[config.mk]
export PLATFORM = sky130hd
export DESIGN_NAME = data_mem_arbiter_flat
export DESIGN_NICKNAME = d
export VERILOG_FILES = /design/src/rtl/data_mem_arbiter_pkg.sv /design/src/rtl/data_mem_arbiter_if.sv /design/src/rtl/data_mem_arbiter_starve_counter.sv /design/src/rtl/data_mem_arbiter.sv /design/src/flat_wrapper.sv
export SDC_FILE = /design/constraint.sdc
export NUM_CORES = 1
export LEC_CHECK = 0
export CAP_MARGIN = 20
export CORE_MARGIN = 2
export CORE_UTILIZATION = 52
export DETAILED_ROUTE_END_ITERATION = 8
export DONT_BUFFER_PORTS = 1
export GPL_TIMING_DRIVEN = 0
export PLACE_DENSITY_LB_ADDON = 0.3
export SYNTH_ARGS = -nofsm -noshare
export SYNTH_HDL_FRONTEND = slang
export SYNTH_SLANG_ARGS = --single-unit
[constraint.sdc]
create_clock -name clk -period 2.7 [get_ports clk]
set_clock_uncertainty 0.2 [all_clocks]
set_input_delay 0.675 -clock clk [delete_from_list [all_inputs] [get_ports clk]]
set_output_delay 0.675 -clock clk [all_outputs]
set_load 0.1 [all_outputs]
[src/rtl/data_mem_arbiter_pkg.sv]
// Shared types and defaults for the data memory arbiter.
//   state_e    : arbiter sequencing state (IDLE / CORE_RD)
//   rd_owner_e : which requester receives mem_rdata in the current cycle
package data_mem_arbiter_pkg;

  localparam int DEF_ADDR_W = 10;
  localparam int DEF_DATA_W = 8;

  typedef enum logic {
    IDLE    = 1'b0,
    CORE_RD = 1'b1
  } state_e;

  typedef enum logic [1:0] {
    NONE = 2'd0,
    CORE = 2'd1,
    DBG  = 2'd2
  } rd_owner_e;

endpackage

[src/rtl/data_mem_arbiter_if.sv]
// Bus bundle between core load/store port, debug/DMA port and the data RAM.
//   slave  : arbiter view (consumes requests, drives grants/data/memory controls)
//   master : environment view (core, debug block and RAM)
interface data_mem_arbiter_if
  import data_mem_arbiter_pkg::*;
#(
  parameter int ADDR_W = DEF_ADDR_W,
  parameter int DATA_W = DEF_DATA_W
);
  logic              core_en_load;
  logic              core_en_store;
  logic [ADDR_W-1:0] core_addr;
  logic [DATA_W-1:0] core_wdata;
  logic [DATA_W-1:0] core_rdata;
  logic              core_stall;
  logic              dbg_req;
  logic              dbg_we;
  logic [ADDR_W-1:0] dbg_addr;
  logic [DATA_W-1:0] dbg_wdata;
  logic              dbg_gnt;
  logic [DATA_W-1:0] dbg_rdata;
  logic              dbg_rvalid;
  logic              mem_en;
  logic              mem_we;
  logic [ADDR_W-1:0] mem_addr;
  logic [DATA_W-1:0] mem_wdata;
  logic [DATA_W-1:0] mem_rdata;

  modport slave (
    input  core_en_load, core_en_store, core_addr, core_wdata,
    input  dbg_req, dbg_we, dbg_addr, dbg_wdata, mem_rdata,
    output core_rdata, core_stall, dbg_gnt, dbg_rdata, dbg_rvalid,
    output mem_en, mem_we, mem_addr, mem_wdata
  );

  modport master (
    output core_en_load, core_en_store, core_addr, core_wdata,
    output dbg_req, dbg_we, dbg_addr, dbg_wdata, mem_rdata,
    input  core_rdata, core_stall, dbg_gnt, dbg_rdata, dbg_rvalid,
    input  mem_en, mem_we, mem_addr, mem_wdata
  );

endinterface

[src/rtl/data_mem_arbiter_starve_counter.sv]
// Saturating count of consecutive cycles the debug port waited without a grant.
//   clk, rst : clock, async active-low reset
//   inc_i    : debug waiting this cycle
//   clr_i    : debug granted or not requesting
//   cnt_o    : current wait count, saturates at LIMIT
module data_mem_arbiter_starve_counter #(
  parameter int LIMIT = 4,
  parameter int CW    = $clog2(LIMIT + 1)
) (
  input  logic          clk,
  input  logic          rst,
  input  logic          inc_i,
  input  logic          clr_i,
  output logic [CW-1:0] cnt_o
);

  always_ff @(posedge clk or negedge rst) begin
    if (!rst) begin
      cnt_o <= '0;
    end else if (clr_i) begin
      cnt_o <= '0;
    end else if (inc_i && (cnt_o != CW'(LIMIT))) begin
      cnt_o <= cnt_o + 1'b1;
    end
  end

endmodule

[src/rtl/data_mem_arbiter.sv]
// Shares one synchronous data RAM between the core load/store port (fixed
// priority) and a debug/DMA port, with a starvation escape for debug.
//   clk, rst : clock, async active-low reset
//   bus      : core, debug and memory signals (slave modport)
// Core loads take two cycles (issue + stall, then data); the data-return
// cycle's memory slot is only ever given to debug.
module data_mem_arbiter
  import data_mem_arbiter_pkg::*;
#(
  parameter int ADDR_W       = DEF_ADDR_W,
  parameter int DATA_W       = DEF_DATA_W,
  parameter int STARVE_LIMIT = 4
) (
  input logic               clk,
  input logic               rst,
  data_mem_arbiter_if.slave bus
);

  localparam int CW = $clog2(STARVE_LIMIT + 1);

  state_e            state_q, state_d;
  rd_owner_e         owner_q, owner_d;
  logic [CW-1:0]     wait_cnt;
  logic              core_req, forced, core_issue, dbg_issue;
  logic              mem_en, mem_we, core_stall;
  logic [ADDR_W-1:0] mem_addr;
  logic [DATA_W-1:0] mem_wdata;

  always_comb begin
    state_d    = IDLE;
    owner_d    = NONE;
    core_issue = 1'b0;
    dbg_issue  = 1'b0;
    core_stall = 1'b0;
    mem_en     = 1'b0;
    mem_we     = 1'b0;
    mem_addr   = '0;
    mem_wdata  = '0;
    core_req   = bus.core_en_load || bus.core_en_store;
    forced     = (state_q == IDLE) && bus.dbg_req && (wait_cnt == CW'(STARVE_LIMIT));

    // Outputs are gated by rst so enables drop the instant reset asserts,
    // not only after the registers clear.
    if (rst) begin
      if (forced) begin
        dbg_issue  = 1'b1;
        core_stall = core_req;
      end else if ((state_q == IDLE) && core_req) begin
        core_issue = 1'b1;
      end else begin
        // In CORE_RD the core's held request is the completing load, never a new one.
        dbg_issue = bus.dbg_req;
      end
    end

    if (core_issue) begin
      mem_en = 1'b1;
      mem_addr = bus.core_addr;
      if (bus.core_en_load) begin
        core_stall = 1'b1;
        state_d    = CORE_RD;
        owner_d    = CORE;
      end else begin
        mem_we    = 1'b1;
        mem_wdata = bus.core_wdata;
      end
    end

    if (dbg_issue) begin
      mem_en   = 1'b1;
      mem_we   = bus.dbg_we;
      mem_addr = bus.dbg_addr;
      if (bus.dbg_we) begin
        mem_wdata = bus.dbg_wdata;
      end else begin
        owner_d = DBG;
      end
    end
  end

  always_ff @(posedge clk or negedge rst) begin
    if (!rst) begin
      state_q <= IDLE;
      owner_q <= NONE;
    end else begin
      state_q <= state_d;
      owner_q <= owner_d;
    end
  end

  data_mem_arbiter_starve_counter #(.LIMIT(STARVE_LIMIT)) u_starve (
    .clk   (clk),
    .rst   (rst),
    .inc_i (bus.dbg_req && !dbg_issue),
    .clr_i (!bus.dbg_req || dbg_issue),
    .cnt_o (wait_cnt)
  );

  assign bus.mem_en     = mem_en;
  assign bus.mem_we     = mem_we;
  assign bus.mem_addr   = mem_addr;
  assign bus.mem_wdata  = mem_wdata;
  assign bus.core_stall = core_stall;
  assign bus.dbg_gnt    = dbg_issue;
  assign bus.dbg_rvalid = (owner_q == DBG);
  assign bus.dbg_rdata  = (owner_q == DBG)  ? bus.mem_rdata : '0;
  assign bus.core_rdata = (owner_q == CORE) ? bus.mem_rdata : '0;

endmodule

[src/flat_wrapper.sv]
// flat-port wrapper written by rule: the top's interface ports become plain ports
module data_mem_arbiter_flat import data_mem_arbiter_pkg::*;
#(
  parameter int ADDR_W       = DEF_ADDR_W,
  parameter int DATA_W       = DEF_DATA_W,
  parameter int STARVE_LIMIT = 4
)
  (clk, rst, bus_core_en_load, bus_core_en_store, bus_core_addr, bus_core_wdata, bus_dbg_req, bus_dbg_we, bus_dbg_addr, bus_dbg_wdata, bus_mem_rdata, bus_core_rdata, bus_core_stall, bus_dbg_gnt, bus_dbg_rdata, bus_dbg_rvalid, bus_mem_en, bus_mem_we, bus_mem_addr, bus_mem_wdata);
  data_mem_arbiter_if #(.ADDR_W(ADDR_W), .DATA_W(DATA_W)) bus_i ();
  input logic clk;
  input logic rst;
  input wire logic [$bits(bus_i.core_en_load)-1:0] bus_core_en_load;
  input wire logic [$bits(bus_i.core_en_store)-1:0] bus_core_en_store;
  input wire logic [$bits(bus_i.core_addr)-1:0] bus_core_addr;
  input wire logic [$bits(bus_i.core_wdata)-1:0] bus_core_wdata;
  input wire logic [$bits(bus_i.dbg_req)-1:0] bus_dbg_req;
  input wire logic [$bits(bus_i.dbg_we)-1:0] bus_dbg_we;
  input wire logic [$bits(bus_i.dbg_addr)-1:0] bus_dbg_addr;
  input wire logic [$bits(bus_i.dbg_wdata)-1:0] bus_dbg_wdata;
  input wire logic [$bits(bus_i.mem_rdata)-1:0] bus_mem_rdata;
  output wire logic [$bits(bus_i.core_rdata)-1:0] bus_core_rdata;
  output wire logic [$bits(bus_i.core_stall)-1:0] bus_core_stall;
  output wire logic [$bits(bus_i.dbg_gnt)-1:0] bus_dbg_gnt;
  output wire logic [$bits(bus_i.dbg_rdata)-1:0] bus_dbg_rdata;
  output wire logic [$bits(bus_i.dbg_rvalid)-1:0] bus_dbg_rvalid;
  output wire logic [$bits(bus_i.mem_en)-1:0] bus_mem_en;
  output wire logic [$bits(bus_i.mem_we)-1:0] bus_mem_we;
  output wire logic [$bits(bus_i.mem_addr)-1:0] bus_mem_addr;
  output wire logic [$bits(bus_i.mem_wdata)-1:0] bus_mem_wdata;
  assign bus_i.core_en_load = bus_core_en_load;
  assign bus_i.core_en_store = bus_core_en_store;
  assign bus_i.core_addr = bus_core_addr;
  assign bus_i.core_wdata = bus_core_wdata;
  assign bus_i.dbg_req = bus_dbg_req;
  assign bus_i.dbg_we = bus_dbg_we;
  assign bus_i.dbg_addr = bus_dbg_addr;
  assign bus_i.dbg_wdata = bus_dbg_wdata;
  assign bus_i.mem_rdata = bus_mem_rdata;
  assign bus_core_rdata = bus_i.core_rdata;
  assign bus_core_stall = bus_i.core_stall;
  assign bus_dbg_gnt = bus_i.dbg_gnt;
  assign bus_dbg_rdata = bus_i.dbg_rdata;
  assign bus_dbg_rvalid = bus_i.dbg_rvalid;
  assign bus_mem_en = bus_i.mem_en;
  assign bus_mem_we = bus_i.mem_we;
  assign bus_mem_addr = bus_i.mem_addr;
  assign bus_mem_wdata = bus_i.mem_wdata;
  data_mem_arbiter #(.ADDR_W(ADDR_W), .DATA_W(DATA_W), .STARVE_LIMIT(STARVE_LIMIT)) u_core (.clk(clk), .rst(rst), .bus(bus_i));
endmodule
# After elaboration in Yosys (flattened, before gate mapping)
# Index checks and enable logic that the tools add are counted.
# word_totals
register_bits	6
wordCells	50
# op_classes
add_sub_neg	1
n_mux	31
n_eq_ne	4
n_reduce_logical	10
bitwise_logic	1
# op_table
operator	count
$mux W8	6
$mux W10	2
$mux W1	18
$mux W2	3
$mux W3	2
$logic_and A1 B1 Y1	5
$add A3 B1 Y3 const B	1
$eq A3 B3 Y1 const B	1
$ne A3 B3 Y1 const B	1
$eq A2 B1 Y1 const B	1
$eq A2 B2 Y1 const B	1
$logic_not A1 Y1	2
$logic_or A1 B1 Y1	2
$reduce_bool A2 Y1	1
$not A1 Y1	1

# Logic depth before layout (Yosys ltp)
# depth
word_depth	10
ltp_mapped	6

# Modules after synthesis
# From an unflattened synthesis, not the netlist that was laid out.
# hier_totals
cells_unflattened	77
area_unflattened_um2	744.5
# modules_own_cells
module	seq_area_each_um2	area_per_inst_um2	cells_each	instances
data_mem_arbiter	75.1	550.5	60	1
data_mem_arbiter_starve_counter	75.1	193.9	17	1

# Worst setup path before layout
# OpenSTA, ideal clock, no wires.
# synth_path
path_type	in2out
from	input port bus_core_en_store
to	output port bus_mem_addr[1]
arrival_ps	2495
path_slack_ps	-670
required_time_ps	1825
cell_stages	4
cell_sequence	or2_1 a21oi_1 buf_2 a22o_1
# synth_between
word_cells_on_any_way	10
# synth_rtl
element	line_no	rtl
start: declaration	flat_wrapper.sv:13	input wire logic [$bits(bus_i.core_en_store)-1:0] bus_core_en_store;
$logic_or A1 B1 Y1	data_mem_arbiter.sv:39	core_req = bus.core_en_load || bus.core_en_store;
$logic_and A1 B1 Y1	data_mem_arbiter.sv:48	end else if ((state_q == IDLE) && core_req) begin
$mux W1	data_mem_arbiter.sv:48	
$mux W1	data_mem_arbiter.sv:45	if (forced) begin
$mux W1	data_mem_arbiter.sv:44	if (rst) begin
named net bus_dbg_gnt	flat_wrapper.sv:23	output wire logic [$bits(bus_i.dbg_gnt)-1:0] bus_dbg_gnt;
$mux W10	data_mem_arbiter.sv:69	if (dbg_issue) begin
end: declaration	flat_wrapper.sv:28	output wire logic [$bits(bus_i.mem_addr)-1:0] bus_mem_addr;
# The timed path passes the listed nets, and every way through them passes these cells.

# Worst setup path in the final report
# layout_path
from	register u_core.u_starve.cnt_o[0]
to	output port bus_mem_wdata[0]
# layout_between
elab_chain_cells	7
word_cells_on_any_way	9
# layout_lines
element	line_no	rtl
start: declaration	data_mem_arbiter_starve_counter.sv:14	output logic [CW-1:0] cnt_o
start signal: assignment	data_mem_arbiter_starve_counter.sv:23	cnt_o <= cnt_o + 1'b1;
$eq A3 B3 Y1 (*)	data_mem_arbiter.sv:40	forced = (state_q == IDLE) && bus.dbg_req && (wait_cnt == CW'(STARVE_LIMIT));
$logic_and A1 B1 Y1 (*)	data_mem_arbiter.sv:40	
$mux W1	data_mem_arbiter.sv:45	
$mux W1	data_mem_arbiter.sv:44	
$mux W8	data_mem_arbiter.sv:56	if (core_issue) begin
$mux W8	data_mem_arbiter.sv:73	if (bus.dbg_we) begin
$mux W8 (*)	data_mem_arbiter.sv:69	
end: declaration	flat_wrapper.sv:29	output wire logic [$bits(bus_i.mem_wdata)-1:0] bus_mem_wdata;
# Mark *: on every way between the ends. The rest lies on a longest branch, timed or not.

==> run metrics <==
status finished with violations; violated checks negative setup slack; Synth cell types 26; layout cells sized above 1 a little under three quarters; Port Buffers 0; first-pass GRT wire length 2.88 mm; Die H roughly 40 microns; Hold Path Class primary input to register; critical-path maximum fanout 4; Final Slew Violations 0; worst-skew pair later-pin latency 0.24 ns; Cell Area, Synth 678 sq um; number of flops mapped to enable cells by yosys 0; DR DRC count 0; slew margin rel. 36.7%; asr flop ratio synth between 90% and 100%; largest net degree at the start of global routing 11; VDD IR max between 0.3 and 0.4 mV; DR vias ~740; WL final roughly 2.5 mm; hold depth 1; Pre-antenna DRT Iters 4; drt via density approximately 6.9; Finish-stage setup viols 4; Post-DRT Antenna Nets 0; largest family of logic cells by synthesized area simple AND/OR/NAND/NOR gates; Most used DFF post-synth dfrtp_1; I/O pin cnt 89; Worst-Margin Slew 0.956 ns; vias in the first global route around 630; Iteration-0 DRC Markers 15; antenna violations before repair 0; Seq/Total Area, Yosys between 20 and 25%; Post-Synth Simple-Gate Area between 30% and 40%; die width between 40 and 50 microns; Fillers 59; pre-CTS setup slack -0.226 ns; adder-cell share of the synthesized area about 3.7%; per-cell routed wire length around 23 microns; Slowest-stage cell, CP dfrtp_1; Power Density 474 nW/um^2; CTS tree yes; P&R area growth vs syn 62.9%; Post-Synth XOR/XNOR Area roughly 1.3%; clock slew at reported path FFs about 0.040 ns; Syn Inst Count between 70 and 80; leakage 0.000519 uW; Yosys reg bits 6; FF/Latch Area ~150 sq um; total CTS buffers 3; Worst Path Required 1.82 ns; Die Area between 1500 and 2000 sq um; clock root buffer clkbuf_4; starting density of the core approximately 54%; Worst setup EP type output port; Worst setup SP type register; post-synthesis mux area share about 1.7%; kind of critical path register to output port; CP Cell Sequence inv_2 -> ha_4 -> and3_4 -> nor4b_4 -> buf_4 -> clkbuf_16 -> a22o_4; Clock Path Buffers 2; row count 13; core area around 1300 sq um; Multi-input gate area 753 sq um; unrepaired setup endpoints after global routing yes; Worst Path Arrival about 1.9 ns; Worst Slack Setup Final -0.0428 ns; compound-gate portion of the synthesized area between 30% and 40%; FMAX ~360 MHz; clock net sink count 6; final setup TNS -0.150 ns; diode count 0; Total Routing Usage GR between 20% and 30%; Synth Area per Inst ~8.8 sq um; period utilization 102%; RePlAce Congestion between 0.7 and 0.8; syn nets about 130; H-tree depth 1; CP peak stage delay roughly 0.35 ns; Hold Fails Final Rpt 0; yosys synthesis warning count 0; grt total ovfl 0; post-detail-place hpwl 1.37 mm; max-cap viol count 0; worst reg2reg path depth 6; Tmin final roughly 2.7 ns; final net count about 150
==> area by class of cell <==
cell class | count | share of cell area [%]
plain buffers | 2 | 2.27
flip-flops and latches | 6 | 13.6
multi-input cells | 66 | 68.2
clock buffers | 3 | 2.04
well taps | 15 | 1.70
inverters | 2 | 0.680
repair buffers | 13 | 11.6
==> final timing paths <==
check | from | endpoint | slack (ns)
worst max-delay path | u_core.u_starve.cnt_o[0] | bus_mem_wdata[0] | -0.04
worst min-delay path | bus_dbg_we | u_core.owner_q[1] | 0.30
min in group asynchronous | rst | u_core.u_starve.cnt_o[1] | 0.55
worst max register to register | u_core.u_starve.cnt_o[0] | u_core.owner_q[1] | 1.11
max in group asynchronous | rst | u_core.u_starve.cnt_o[2] | 1.52
worst min register to register | u_core.u_starve.cnt_o[2] | u_core.u_starve.cnt_o[2] | 0.50
==> report_power, final <==
group	internal, uW	switching (uW)	total, uW
Combinational	87.8	253	341
Sequential	96.2	4.88	101
Clock	50.2	31.0	81.1
==> critical path, delay by kind of cell (launching register included) <==
family                   cells  cell delay [ns]
AND/OR/NAND/NOR              2             0.42
buffers and inverters        3             0.35
adder cells (fa/ha/maj)      1             0.17
AO/OA/AOI/OAI                1             0.31
flip-flops                   1             0.35
==> synthesized netlist by cell type, drive strengths merged, types with 2 or more instances <==
cell | number | share of area [%]
a21oi | 5 | 3.7
a22o | 18 | 23
and2 | 16 | 15
and3 | 3 | 3.0
buf | 2 | 2.4
dfrtp | 6 | 22
ha | 2 | 3.7
inv | 2 | 1.1
nand2 | 2 | 1.1
nor2 | 3 | 1.7
nor2b | 3 | 2.8
nor3b | 2 | 2.2
or2 | 2 | 1.8
==> metrics by stage <==
| step | hold slack [ns] | util (%) | power [uW] | cell area, sq um | cells |
|---|---|---|---|---|---|
| after detailed placement | 0.180 | 63.2 | 382 | 792 | 92 |
| after global placement | 0.180 | 63.2 | 380 | 792 | 92 |
| after CTS | 0.301 | 85.3 | 507 | 1070 | 104 |
| after global routing | 0.289 | 88.2 | 540 | 1100 | 107 |
| after floorplan | 0.179 | - | 372 | 773 | 77 |
| final | 0.303 | 88.2 | 523 | 1100 | 107 |
==> sequential cells by signal, indices dropped and copies added, names as in the netlist <==
register               count
u_core.owner_q             2
u_core.u_starve.cnt_o      3
u_core.state_q             1
==> kinds of logic (layout without fill, tap and decap cells) <==
| kind of cell | Yosys count | after routing |
|---|---|---|
| multiplexers | 1 | 1 |
| AND/OR/NAND/NOR | 36 | 36 |
| flip-flops | 6 | 6 |
| adder cells (fa/ha/maj) | 2 | 2 |
| XOR/XNOR | 1 | 1 |
| buffers and inverters | 5 | 20 |
| AO/OA/AOI/OAI | 26 | 26 |
==> placed cells by master, fill, tap and decap left out <==
cell type / instances
a21bo_2: 1
a21oi_1: 2
a21oi_4: 3
a22o_4: 18
and2_1: 1
and2_2: 7
and2_4: 8
and3_1: 1
and3_2: 1
and3_4: 1
buf_12: 2
buf_2: 1
buf_4: 9
clkbuf_16: 1
clkbuf_2: 1
clkbuf_4: 3
dfrtp_1: 6
dlygate4sd3_1: 1
ha_1: 1
ha_4: 1
inv_2: 2
mux2_2: 1
nand2_1: 2
nand2b_2: 1
nand3_1: 1
nand3b_1: 1
nor2_1: 2
nor2_4: 1
nor2b_1: 3
nor3_4: 1
nor3b_1: 2
nor4b_4: 1
o2111a_1: 1
o21a_1: 1
or2_4: 2
xnor2_1: 1
==> per-layer routing <==
| layer | global-route usage [%] | part of all wire [%] |
|---|---|---|
| met1 | 26.0 | 31 |
| met2 | 56.9 | 59 |
| met3 | 11.1 | 11 |
| met4 | 2.59 | 0 |
| met5 | 0 | 0 |
==> repair_timing <==
action                                  CTS  global route
hold endpoints to repair                  6             0
endpoints found under the setup margin   28            27
resized for setup                        38            13
hold buffers                              1             0
pin swaps                                14             6
setup buffers                             7             4
gates cloned                              2             0
No activity file was read; power rests on OpenSTA's default activity.
